`config.mk`:
```
export PLATFORM = sky130hd
export DESIGN_NAME = traffic_light_monitor
export DESIGN_NICKNAME = d
export VERILOG_FILES = /design/src/rtl/traffic_light_monitor.sv
export SDC_FILE = /design/constraint.sdc
export NUM_CORES = 1
export LEC_CHECK = 0
export ABC_AREA = 1
export BUFFER_PORTS_ARGS = -buffer_cell sky130_fd_sc_hd__buf_2
export CELL_PAD_IN_SITES_DETAIL_PLACEMENT = 1
export CELL_PAD_IN_SITES_GLOBAL_PLACEMENT = 2
export CORE_ASPECT_RATIO = 0.8
export CORE_MARGIN = 1
export CORE_UTILIZATION = 32
export CTS_CLUSTER_SIZE = 25
export DETAILED_ROUTE_END_ITERATION = 8
export GPL_TIMING_DRIVEN = 1
export PLACE_DENSITY = 0.77
export REMOVE_ABC_BUFFERS = 1
export SYNTH_ARGS = -nofsm -noshare
export SYNTH_HDL_FRONTEND = slang
export SYNTH_SLANG_ARGS = --single-unit
```
`constraint.sdc`:
```
create_clock -name clk -period 2.4 [get_ports clk]
set_clock_uncertainty 0.1 [all_clocks]
set_input_delay 0.12 -clock clk [delete_from_list [all_inputs] [get_ports clk]]
set_output_delay 0.12 -clock clk [all_outputs]
set_load 0.01 [all_outputs]
```
`src/rtl/traffic_light_monitor.sv`:
```
// traffic_light_monitor: decodes the y phase bus to lamps and checks order/dwell/stuck/illegal codes; FAULT_FLASH_EN enables red fault flashing
module traffic_light_monitor #(
  parameter int MIN_RED    = 3,
  parameter int MIN_GREEN  = 3,
  parameter int MIN_YELLOW = 1,
  parameter int MAX_DWELL  = 15,
  parameter int DWELL_W    = 5,
  parameter int CNT_W      = 8,
  parameter int ERR_W      = 8
) (
  input  logic             clk,
  input  logic             rst,
  input  logic [1:0]       y,
  input  logic             clr,
  output logic             lamp_red,
  output logic             lamp_yellow,
  output logic             lamp_green,
  output logic             phase_done,
  output logic [CNT_W-1:0] cycle_count,
  output logic             err_seq,
  output logic             err_short,
  output logic             err_stuck,
  output logic             err_illegal,
  output logic [ERR_W-1:0] err_count
);
  typedef enum logic [1:0] {RED = 2'b00, GREEN = 2'b01, YELLOW = 2'b10, SYNC = 2'b11} state_t;
  localparam logic [DWELL_W-1:0] MAX_D = DWELL_W'(MAX_DWELL);
  localparam logic [DWELL_W-1:0] MIN_R = DWELL_W'(MIN_RED);
  localparam logic [DWELL_W-1:0] MIN_G = DWELL_W'(MIN_GREEN);
  localparam logic [DWELL_W-1:0] MIN_Y = DWELL_W'(MIN_YELLOW);
  state_t state_q, state_d, y_s;
  logic [DWELL_W-1:0] dwell_q, dwell_d, min_cur;
  logic [CNT_W-1:0] cyc_q, cyc_d;
  logic [ERR_W-1:0] errc_q, errc_d;
  logic red_q, red_d, yel_q, yel_d, grn_q, grn_d, pd_q, pd_d;
  logic seq_q, seq_d, short_q, short_d, stuck_q, stuck_d, ill_q, ill_d;
  logic illegal, change, same, legal, seq_hit, short_hit, stuck_hit, offend;
  always_comb begin
    y_s       = state_t'(y);
    illegal   = y == 2'b11;
    change    = state_q != SYNC && !illegal && y_s != state_q;
    same      = state_q != SYNC && y_s == state_q;
    legal     = (state_q == RED && y_s == GREEN) || (state_q == GREEN && y_s == YELLOW) ||
                (state_q == YELLOW && y_s == RED);
    min_cur   = state_q == RED ? MIN_R : state_q == GREEN ? MIN_G : MIN_Y;
    seq_hit   = change && !legal;
    short_hit = change && dwell_q < min_cur;
    stuck_hit = same && dwell_q == MAX_D - DWELL_W'(1);
    offend    = seq_hit || short_hit || stuck_hit || illegal;
    state_d   = illegal ? SYNC : state_q == SYNC ? (y_s == RED ? RED : SYNC) : y_s;
    dwell_d   = illegal ? '0 :
                state_q == SYNC ? (y_s == RED ? DWELL_W'(1) : '0) :
                same ? (dwell_q == MAX_D ? dwell_q : dwell_q + DWELL_W'(1)) : DWELL_W'(1);
    pd_d      = change && legal;
    cyc_d     = cyc_q + CNT_W'(change && legal && state_q == YELLOW);
    red_d     = y == 2'b00;
    grn_d     = y == 2'b01;
    yel_d     = y == 2'b10;
    seq_d     = seq_hit || (seq_q && !clr);
    short_d   = short_hit || (short_q && !clr);
    stuck_d   = stuck_hit || (stuck_q && !clr);
    ill_d     = illegal || (ill_q && !clr);
    errc_d    = clr ? ERR_W'(offend) : (offend && errc_q != '1) ? errc_q + ERR_W'(1) : errc_q;
  end
  always_ff @(posedge clk or posedge rst) begin
    if (rst) begin
      state_q <= SYNC;
      dwell_q <= '0;
      cyc_q   <= '0;
      errc_q  <= '0;
      red_q   <= 1'b0;
      yel_q   <= 1'b0;
      grn_q   <= 1'b0;
      pd_q    <= 1'b0;
      seq_q   <= 1'b0;
      short_q <= 1'b0;
      stuck_q <= 1'b0;
      ill_q   <= 1'b0;
    end else begin
      state_q <= state_d;
      dwell_q <= dwell_d;
      cyc_q   <= cyc_d;
      errc_q  <= errc_d;
      red_q   <= red_d;
      yel_q   <= yel_d;
      grn_q   <= grn_d;
      pd_q    <= pd_d;
      seq_q   <= seq_d;
      short_q <= short_d;
      stuck_q <= stuck_d;
      ill_q   <= ill_d;
    end
  end
  assign phase_done  = pd_q;
  assign cycle_count = cyc_q;
  assign err_seq     = seq_q;
  assign err_short   = short_q;
  assign err_stuck   = stuck_q;
  assign err_illegal = ill_q;
  assign err_count   = errc_q;
`ifdef FAULT_FLASH_EN
  logic any_err;
  logic [2:0] flash_q, flash_d;
  always_comb begin
    any_err = seq_q || short_q || stuck_q || ill_q;
    flash_d = any_err ? flash_q + 3'd1 : 3'd0;
  end
  always_ff @(posedge clk or posedge rst) begin
    if (rst) flash_q <= 3'd0;
    else flash_q <= flash_d;
  end
  assign lamp_red    = any_err ? ~flash_q[2] : red_q;
  assign lamp_yellow = yel_q && !any_err;
  assign lamp_green  = grn_q && !any_err;
`else
  assign lamp_red    = red_q;
  assign lamp_yellow = yel_q;
  assign lamp_green  = grn_q;
`endif
endmodule
```
==> run summary, run 1 <==
global-route wire length before repair -> 6520 um
Multi-input gate area -> 698 um^2
sw frac -> 28.7%
Max clock buf depth -> 2
drc violations -> 0
max-cap viol count -> 0
largest net degree at the start of global routing -> 19
die area -> 5170 um^2
Num CTS Buffers -> 5
clock power share -> 36.6%
clock sinks -> 31
Slew Limit Headroom -> 57.5%
fin nets -> 228
crit-path cells -> dlygate4sd3_1, buf_2, nor2_1, nand2_1, inv_1, ha_1, ha_1, nand3_1, nor2_1, xor2_1
clock-pin slew on the worst setup and hold paths -> 70 ps
Resize count post-CTS -> 0
library cells used by synthesis -> 24
Cell Area, Synth -> 1560 um^2
min cycle time layout -> 1930 ps
FF+latch count, synth -> 31
RSZ-0062 raised after global routing -> false
Post-Syn Instances -> 179
CP Max Fanout -> 5
critical path launch point type -> primary input
total core area -> 4650 um^2
TritonCTS clock tree -> done
Fillers -> 574
GP Congestion -> 0.809
Via Count -> 1314
yosys warns -> 0
CP bufs+invs -> 3
WP data required -> 2500 ps
Hold Crit Class -> primary input to flip-flop
Synth-to-Final Area Change -> 22.4%
Sum Neg Setup Slack -> 0 ps
power per cell area -> 753 nW/um^2
Seq/Total Area, Yosys -> 49.8%
XOR/XNOR share of the synthesized area -> 6.16%
Horiz. Die Dim -> 80.2 um
complex-gate fraction of the synthesized area -> 4.40%
Setup Crit Path Kind -> primary input to flip-flop
r2r setup slk -> 520 ps
final wirelength -> 3620 um
fin crit share -> 80.4%
CP endpoint kind -> flip-flop
GRT Residual Overflow -> 0
Initial Utilization -> 33.6%
initial DRC count -> 28
I/O pin cnt -> 29
main combinational cell family by area after synthesis -> simple AND/OR/NAND/NOR gates
Chip Height -> 64.5 um
vias in the first global route -> 1385
Post-Synth Simple-Gate Area -> 28.5%
Worst EP arrival -> 2040 ps
Final Core Density -> 41.2%
Lkg Pwr -> 0.00103 uW
Register Area -> 778 um^2
status -> finished, final reports clean
Int Pwr -> 1030 uW
Levels on crit path -> 10
Final ANT Viol Nets -> 0
port bufs -> 28
Slowest-stage cell, CP -> dlygate4sd3_1
commonest non-fill, non-tap cell in the layout -> nand2_1
Power Total -> 1440 uW
half-perimeter wire length after placement -> 2740 um
FF-to-FF path depth -> 9
syn_area_per_cell -> 8.74 um^2
adder-cell share of the synthesized area -> 5.60%
TritonRoute pass-1 iters -> 4
Hold Slack -> 37.6 ps
routed vias/inst -> 4.74
layout cell share with drive strength beyond 1 -> 22.6%
placed instance area -> 1770 um^2
total track usage -> 16.6%
clk root buf -> clkbuf_8
WL per Instance -> 13.1 um
cell family contributing the most delay on the critical path -> buffers and inverters
multiplexer share of the synthesized area -> 0%
slowest stage delay, CP -> 540 ps
Sequential Power Share -> 45.1%
H-tree Lvls -> 2
Fin. Hold Viols -> 0
Worst Max-Slew Pin Slew -> 637 ps
FP Rows -> 22
Antenna diodes -> 0
Min-Delay Path Depth -> 4
switching power -> 414 uW
Setup violations, final -> 0
f_max -> 518 MHz
clk_lat worst skew -> 280 ps
initial antenna violation count -> 0
Final Max Slew Viols -> 0
most frequent cells in the layout -> 41 x nand2_1, 29 x dfrtp_1, 28 x buf_2
combinational power share -> 18.3%
Max VDD drop -> 0.328 mV
design area -> 1910 um^2
[timing repair]
item                                   4_1_cts  5_1_grt
hold buffers                                 3        0
endpoints found under the hold margin       17        0
setup buffers                                0        0
[layer usage]
metal  share of wire [%]  vias up  GRT usage [%]  wire length (um)
met3                 3.7        5           4.37               135
met5                   0        -              0                 0
met4                 1.1        0           6.03                40
met2                  45       23           26.0              1630
met1                  50      639           22.0              1810
li1                    -      647              -                 -
[sequential cells by signal (all words and copies together), names as in the netlist]
register	cells
lamp_yellow	1
err_short	1
err_count	8
state_q	2
err_seq	1
err_stuck	1
cycle_count	8
lamp_red	1
lamp_green	1
phase_done	1
err_illegal	1
dwell_q	5
[logic make-up (layout without fill, tap and decap cells)]
| logic type | after synthesis | in the layout |
|---|---|---|
| AOI/OAI and AO/OA | 13 | 13 |
| xor gates and xnor gates | 11 | 11 |
| adders and majority gates | 7 | 7 |
| buffers and inverters | 20 | 58 |
| DFF | 31 | 31 |
| and+or+nand+nor | 97 | 97 |
[worst reg2reg max path, cell delays in order (launching register included)]
cell and delay (ps):
dfstp_2 590, inv_1 80, nor2_1 90, nand2_1 80, inv_1 80, ha_1 160
ha_1 190, nand3_1 130, nor2_1 140, xor2_1 160
[cells in the mapped netlist, drive strengths merged]
cell type	instances	area share, %
a21oi	4	1.3
and3	1	0.40
buf	1	0.72
clkinv	1	0.24
dfrtp	29	46
dfstp	2	3.4
dlygate4sd1	1	0.56
ha	7	5.6
inv	17	4.1
nand2	46	12
nand3	14	5.1
nand4	7	2.8
nor2	27	6.8
nor3b	1	0.48
o21ai	8	2.6
o221ai	1	0.56
or2	1	0.40
xnor2	4	2.2
xor2	7	3.9
[metrics by stage]
stage	cells	setup WS [ps]
after detailed placement	266	521
after CTS	277	457
final	277	469
after global routing	277	302
after global placement	266	583
after floorplan	177	739
[power groups by stage]
stage	registers [uW]	clock network [uW]	logic [uW]
floorplan	678	0	131
global placement	654	0	259
detailed placement	660	0	266
CTS	650	545	271
global route	659	568	307
finish	650	527	265
[layout make-up]
type	count	share of cell area, %
Inverter	18	3.53
Clock inverter	2	1.83
Sequential cell	31	40.7
Timing Repair Buffer	32	9.28
Multi-Input combinational cell	128	36.5
Tap cell	60	3.92
Clock buffer	6	4.31
[worst paths after layout]
check / startpoint / to
min in group asynchronous: rst / err_count[0]
max in group asynchronous: rst / state_q[0]
worst min-delay path: clr / err_count[3]
worst max-delay path: y[0] / cycle_count[6]
worst min register to register: err_illegal / err_illegal
worst max register to register: state_q[1] / cycle_count[6]
Power figures use the tool's default switching activity.
==> run 2, diff against run 1 <==
==> constraint.sdc (replaced) <==
create_clock -name clk -period 1.9 [get_ports clk]
set_clock_uncertainty 0.1 [all_clocks]
set_input_delay 0.095 -clock clk [delete_from_list [all_inputs] [get_ports clk]]
set_output_delay 0.095 -clock clk [all_outputs]
set_load 0.01 [all_outputs]
==> run 2 against run 1 <==
Against the previous run: worst setup slack worse by 380 ps; total power is 29% higher; critical path depth increased by 1; wire length shrank 0.80%; largest power group unchanged.
==> run summary, run 2 (synthesized netlist as in run 1, its figures left out) <==
r2r setup slk -> 90 ps (was 520 ps)
worst r2r dst -> err_count[3] (was cycle_count[6])
most frequent cells in the layout -> 40 x nand2_1, 29 x dfrtp_1, 28 x buf_2 (was 41 x nand2_1, 29 x dfrtp_1, 28 x buf_2)
CP endpoint kind -> flip-flop (unchanged)
clk_lat worst skew -> 270 ps (was 280 ps)
half-perimeter wire length after placement -> 2700 um (was 2740 um)
commonest non-fill, non-tap cell in the layout -> nand2_1 (unchanged)
final wirelength -> 3590 um (was 3620 um)
end of the worst hold path -> err_count[3] (unchanged)
min cycle time layout -> 1810 ps
Chip Height -> 64.5 um (unchanged)
Max clock buf depth -> 2 (unchanged)
f_max -> 552 MHz
clock sinks -> 31 (unchanged)
CP Max Fanout -> 6 (was 5)
clock-pin slew on the worst setup and hold paths -> 70 ps (about the same)
die area -> 5170 um^2 (unchanged)
Max VDD drop -> 0.361 mV (was 0.328 mV)
fin nets -> 236 (was 228)
Synth-to-Final Area Change -> 27.3% (was 22.4%)
Top cell by count, worst path -> nand2_1
global-route wire length before repair -> 5980 um (was 6520 um)
TritonCTS clock tree -> done (unchanged)
routed vias/inst -> 4.73 (was 4.74)
largest net degree at the start of global routing -> 32 (was 19)
initial antenna violation count -> 0 (unchanged)
critical path launch point type -> flip-flop (was primary input)
status -> finished, final reports clean (unchanged)
pre-CTS setup slack -> 36.4 ps (was 521 ps)
WP data required -> 2020 ps (was 2500 ps)
vias in the first global route -> 1312 (was 1385)
RSZ-0062 raised after global routing -> true (was false)
Min-Delay Path Depth -> 4 (unchanged)
max-cap viol count -> 0 (unchanged)
crit-path cells -> buf_4, ha_1, nand2_1, nand3_1, nor2_1, nor2_1, nand2_2, nand2_4, nand2_4, nand2_1, nand2_1 (was dlygate4sd3_1, buf_2, nor2_1, nand2_1, inv_1, ha_1, ha_1, nand3_1, nor2_1, xor2_1)
Setup Crit Path Kind -> flip-flop to flip-flop (was primary input to flip-flop)
I/O pin cnt -> 29 (unchanged)
Final ANT Viol Nets -> 0 (unchanged)
Fillers -> 570 (was 574)
total track usage -> 15.3% (was 16.6%)
Slowest-stage cell, CP -> dfstp_2 (was dlygate4sd3_1)
Fin. Hold Viols -> 0 (unchanged)
total core area -> 4650 um^2 (unchanged)
FF-to-FF path depth -> 11 (was 9)
drc violations -> 0 (unchanged)
H-tree Lvls -> 2 (unchanged)
Via Count -> 1347 (was 1314)
fin crit share -> 95.4%
power per cell area -> 937 nW/um^2 (was 753 nW/um^2)
min-delay src -> clr (unchanged)
Antenna diodes -> 0 (unchanged)
Hold Slack -> 34.5 ps (was 37.6 ps)
TritonRoute pass-1 iters -> 4 (unchanged)
Initial Utilization -> 33.6% (unchanged)
Worst Max-Slew Pin Slew -> 523 ps (was 637 ps)
Final WS setup -> 87.1 ps (was 469 ps)
layout cell share with drive strength beyond 1 -> 28.0% (was 22.6%)
Slew Limit Headroom -> 64.9% (was 57.5%)
port bufs -> 28 (unchanged)
WL per Instance -> 12.6 um (was 13.1 um)
Hold Crit Class -> primary input to flip-flop (unchanged)
Num CTS Buffers -> 5 (unchanged)
clk root buf -> clkbuf_8 (unchanged)
Worst EP arrival -> 1930 ps (was 2040 ps)
Final Max Slew Viols -> 0 (unchanged)
GP Congestion -> 0.903 (was 0.809)
GRT Residual Overflow -> 0 (unchanged)
r2r startpoint -> state_q[1] (unchanged)
initial DRC count -> 87 (was 28)
Setup violations, final -> 0 (unchanged)
slowest stage delay, CP -> 570 ps (was 540 ps)
Horiz. Die Dim -> 80.2 um (unchanged)
FP Rows -> 22 (unchanged)
Lkg Pwr -> 0.00107 uW (was 0.00103 uW)
-- run 2: cell types whose count changed in the layout (fill, tap and decap cells not counted), sizes merged --
| cell | previous run | this run |
|---|---|---|
| nand2 | 46 | 47 |
| buf | 29 | 36 |
-- run 2: timing repair --
action                                  CTS  global route
hold buffers                              3             0
endpoints found under the setup margin    0             9
endpoints found under the hold margin    31             0
gates resized for setup                   0             6
buffers inserted                          0             2
-- run 2: worst max-delay path, delay by kind of cell, from the launching register on --
kind	cells	cell delay [ps]
AND/OR/NAND/NOR	9	770
flip-flops	1	570
adder cells (fa/ha/maj)	1	210
buffers and inverters	1	110
-- run 2: per-stage QoR --
stage / cell area [um^2] / power (uW) / TNS, ps / util [%] / cells
floorplan: 1540 / 1020 / 0 / - / 177
global placement: 1800 / 1180 / 0 / 38.8 / 271
detailed placement: 1800 / 1190 / 0 / 38.8 / 271
CTS: 1950 / 1870 / 0 / 42.0 / 282
global route: 1990 / 1980 / -78.8 / 42.8 / 285
finish: 1990 / 1870 / 0 / 42.8 / 285
-- run 2: worst max-delay path by stage --
stage | startpoint | to | slack, ps | cells after the start
6_report | state_q[1] | err_count[3] | 90 | 11
5_1_grt | state_q[1] | err_count[7] | -20 | 10
4_1_cts | state_q[1] | cycle_count[6] | 20 | 9
3_5_place_dp | state_q[1] | cycle_count[6] | 40 | 9
3_3_place_gp | state_q[1] | cycle_count[6] | 80 | 9
2_1_floorplan | err_count[0] | err_count[6] | 240 | 9
-- run 2: where the power goes --
| part | internal (uW) | total, uW | switching (uW) | leakage (uW) |
|---|---|---|---|---|
| Sequential | 744 | 818 | 74.2 | 0.000400 |
| Combinational | 158 | 378 | 220 | 0.000609 |
| Clock | 424 | 669 | 245 | 0.0000612 |
| Total | 1330 | 1870 | 539 | 0.00107 |
-- run 2: layer usage --
metal | share of wire, % | GRT usage [%]
met1 | 50 | 20.1
met2 | 44 | 23.6
met3 | 4.2 | 5.63
met4 | 0.92 | 4.02
met5 | 0 | 0
-- run 2: cell type report --
type	count	area, um^2	area share [%]
multi-input combinational	129	722	36.3
clock inverter	2	35.0	1.76
clock buffer	6	82.6	4.15
tap	60	75.1	3.77
timing repair buffer	39	230	11.6
inverter	18	67.6	3.39
sequential	31	778	39.1
==> run 3, diff against run 2 <==
--- a/config.mk
+++ b/config.mk
@@ -6,7 +6,7 @@
 export NUM_CORES = 1
 export LEC_CHECK = 0
 export ABC_AREA = 1
-export BUFFER_PORTS_ARGS = -buffer_cell sky130_fd_sc_hd__buf_2
+export BUFFER_PORTS_ARGS = -buffer_cell sky130_fd_sc_hd__buf_4
 export CELL_PAD_IN_SITES_DETAIL_PLACEMENT = 1
 export CELL_PAD_IN_SITES_GLOBAL_PLACEMENT = 2
 export CORE_ASPECT_RATIO = 0.8
==> run 3 against run 2 <==
Against the previous run: utilization up 2.5 points; register-to-register slack about the same; fmax about the same; die area unchanged.
==> run summary, run 3 (synthesized netlist as in run 1, its figures left out) <==
status -> finished, final reports clean (unchanged)
total track usage -> 16.4% (was 15.3%)
Final Max Slew Viols -> 0 (unchanged)
Worst EP arrival -> 1880 ps (was 1930 ps)
CP Max Fanout -> 6 (unchanged)
total core area -> 4650 um^2 (unchanged)
min cycle time layout -> 1810 ps (about the same)
combinational power share -> 24.9% (was 20.3%)
critical path launch point type -> flip-flop (unchanged)
clock power share -> 28.5% (was 35.9%)
TritonRoute pass-1 iters -> 4 (unchanged)
fin nets -> 238 (was 236)
Slowest-stage cell, CP -> dfstp_2 (unchanged)
design area -> 2110 um^2 (was 1990 um^2)
r2r setup slk -> 90 ps (about the same)
max-cap viol count -> 0 (unchanged)
Sum Neg Setup Slack -> 0 ps (unchanged)
CP endpoint kind -> flip-flop (unchanged)
Sequential Power Share -> 46.5% (was 43.9%)
cell family contributing the most delay on the critical path -> simple AND/OR/NAND/NOR gates (unchanged)
placed instance area -> 1870 um^2 (was 1800 um^2)
TritonCTS clock tree -> done (unchanged)
port bufs -> 28 (unchanged)
sw frac -> 31.2% (was 28.9%)
Top cell by count, worst path -> nand2_1 (unchanged)
clock sinks -> 31 (unchanged)
die area -> 5170 um^2 (unchanged)
CP bufs+invs -> 1 (unchanged)
Lkg Pwr -> 0.00108 uW (was 0.00107 uW)
FP Rows -> 22 (unchanged)
Horiz. Die Dim -> 80.2 um (unchanged)
global-route wire length before repair -> 6330 um (was 5980 um)
final wirelength -> 3910 um (was 3590 um)
switching power -> 564 uW (was 539 uW)
worst r2r dst -> err_count[3] (unchanged)
Fin. Hold Viols -> 0 (unchanged)
initial DRC count -> 47 (was 87)
Max VDD drop -> 0.470 mV (was 0.361 mV)
Min-Delay Path Depth -> 4 (unchanged)
FF-to-FF path depth -> 12 (was 11)
Final ANT Viol Nets -> 0 (unchanged)
H-tree Lvls -> 2 (unchanged)
most frequent cells in the layout -> 37 x nand2_1, 36 x buf_4, 29 x dfrtp_1 (was 40 x nand2_1, 29 x dfrtp_1, 28 x buf_2)
clock-pin slew on the worst setup and hold paths -> 60 ps (was 70 ps)
crit-path cells -> buf_6, nand2_1, nand2_2, nand2_1, nand2_2, nor2_1, nor2_2, nand2_4, nand2_4, nand2_4, nand2_1, nand2_1 (was buf_4, ha_1, nand2_1, nand3_1, nor2_1, nor2_1, nand2_2, nand2_4, nand2_4, nand2_1, nand2_1)
end of the worst hold path -> err_count[5] (was err_count[3])
half-perimeter wire length after placement -> 2850 um (was 2700 um)
WL per Instance -> 13.7 um (was 12.6 um)
Slew Limit Headroom -> 62.8% (was 64.9%)
clk_lat worst skew -> 280 ps (was 270 ps)
Chip Height -> 64.5 um (unchanged)
Setup Crit Path Kind -> flip-flop to flip-flop (unchanged)
Synth-to-Final Area Change -> 34.7% (was 27.3%)
Num CTS Buffers -> 5 (unchanged)
initial antenna violation count -> 0 (unchanged)
power per cell area -> 859 nW/um^2 (was 937 nW/um^2)
vias in the first global route -> 1354 (was 1312)
r2r startpoint -> state_q[1] (unchanged)
f_max -> 551 MHz (was 552 MHz)
Setup violations, final -> 0 (unchanged)
min-delay src -> clr (unchanged)
fin crit share -> 95.5% (was 95.4%)
Worst Max-Slew Pin Slew -> 555 ps (was 523 ps)
Max clock buf depth -> 2 (unchanged)
Via Count -> 1363 (was 1347)
Antenna diodes -> 0 (unchanged)
Hold Slack -> 17.2 ps (was 34.5 ps)
layout cell share with drive strength beyond 1 -> 31.0% (was 28.0%)
routed vias/inst -> 4.77 (was 4.73)
RSZ-0062 raised after global routing -> true (unchanged)
Int Pwr -> 1250 uW (was 1330 uW)
I/O pin cnt -> 29 (unchanged)
drc violations -> 0 (unchanged)
largest net degree at the start of global routing -> 32 (unchanged)
clk root buf -> clkbuf_8 (unchanged)
GRT Residual Overflow -> 0 (unchanged)
Initial Utilization -> 33.6% (unchanged)
slowest stage delay, CP -> 550 ps (was 570 ps)
commonest non-fill, non-tap cell in the layout -> nand2_1 (unchanged)
Hold Crit Class -> primary input to flip-flop (unchanged)
WP data required -> 1970 ps (was 2020 ps)
GP Congestion -> 0.859 (was 0.903)
run 3: tightest hold or removal path: stages:
cell and delay, ps:
buf_4 110, nor3b_1 50, nand2_1 60, nand2_1 40
run 3: metal layers:
layer  up-vias  track usage, %  part of all wire (%)
met5         -               0                     0
met4         0            6.47                   1.3
met3         7            4.65                   3.6
met2        24            25.2                    44
met1       666            21.7                    51
li1        666               -                     -
run 3: power groups by stage:
stage	logic [uW]	registers [uW]	clock network (uW)
2_1_floorplan	165	856	0
6_report	451	842	516
3_5_place_dp	402	833	0
5_1_grt	506	856	572
4_1_cts	418	819	539
3_3_place_gp	399	823	0
run 3: worst max path at each step:
| stage | from | endpoint | slack (ps) | depth (start not counted) |
|---|---|---|---|---|
| floorplan | err_count[0] | err_count[6] | 240 | 9 |
| global placement | state_q[1] | cycle_count[6] | 60 | 9 |
| detailed placement | state_q[1] | cycle_count[6] | 8 | 9 |
| CTS | y[1] | cycle_count[6] | 50 | 10 |
| global route | state_q[1] | err_count[3] | -20 | 12 |
| finish | state_q[1] | err_count[3] | 90 | 12 |
run 3: through the flow:
step	setup WS (ps)	power [uW]	std cells	util [%]
after detailed placement	8.12	1230	270	40.1
after CTS	48.0	1780	284	43.4
final	85.8	1810	286	45.3
after global placement	63.5	1220	270	40.1
after floorplan	239	1020	177	-
after global routing	-18.9	1930	286	45.3
run 3: final cells by class:
| class | instances | area (um^2) |
|---|---|---|
| Fill cell | 552 | 2540 |
| Sequential cell | 31 | 778 |
| Multi-Input combinational cell | 129 | 777 |
| Timing Repair Buffer | 41 | 322 |
| Clock buffer | 6 | 82.6 |
| Tap cell | 60 | 75.1 |
| Inverter | 18 | 67.6 |
| Clock inverter | 1 | 5.00 |
run 3: what timing repair did:
item                                    4_1_cts  5_1_grt
buffers inserted                              3        1
hold buffers                                  4        0
hold endpoints to repair                     32        0
gates resized for setup                       0       19
cloned                                        0        1
endpoints found under the setup margin        1        9
pin swaps                                     0        6
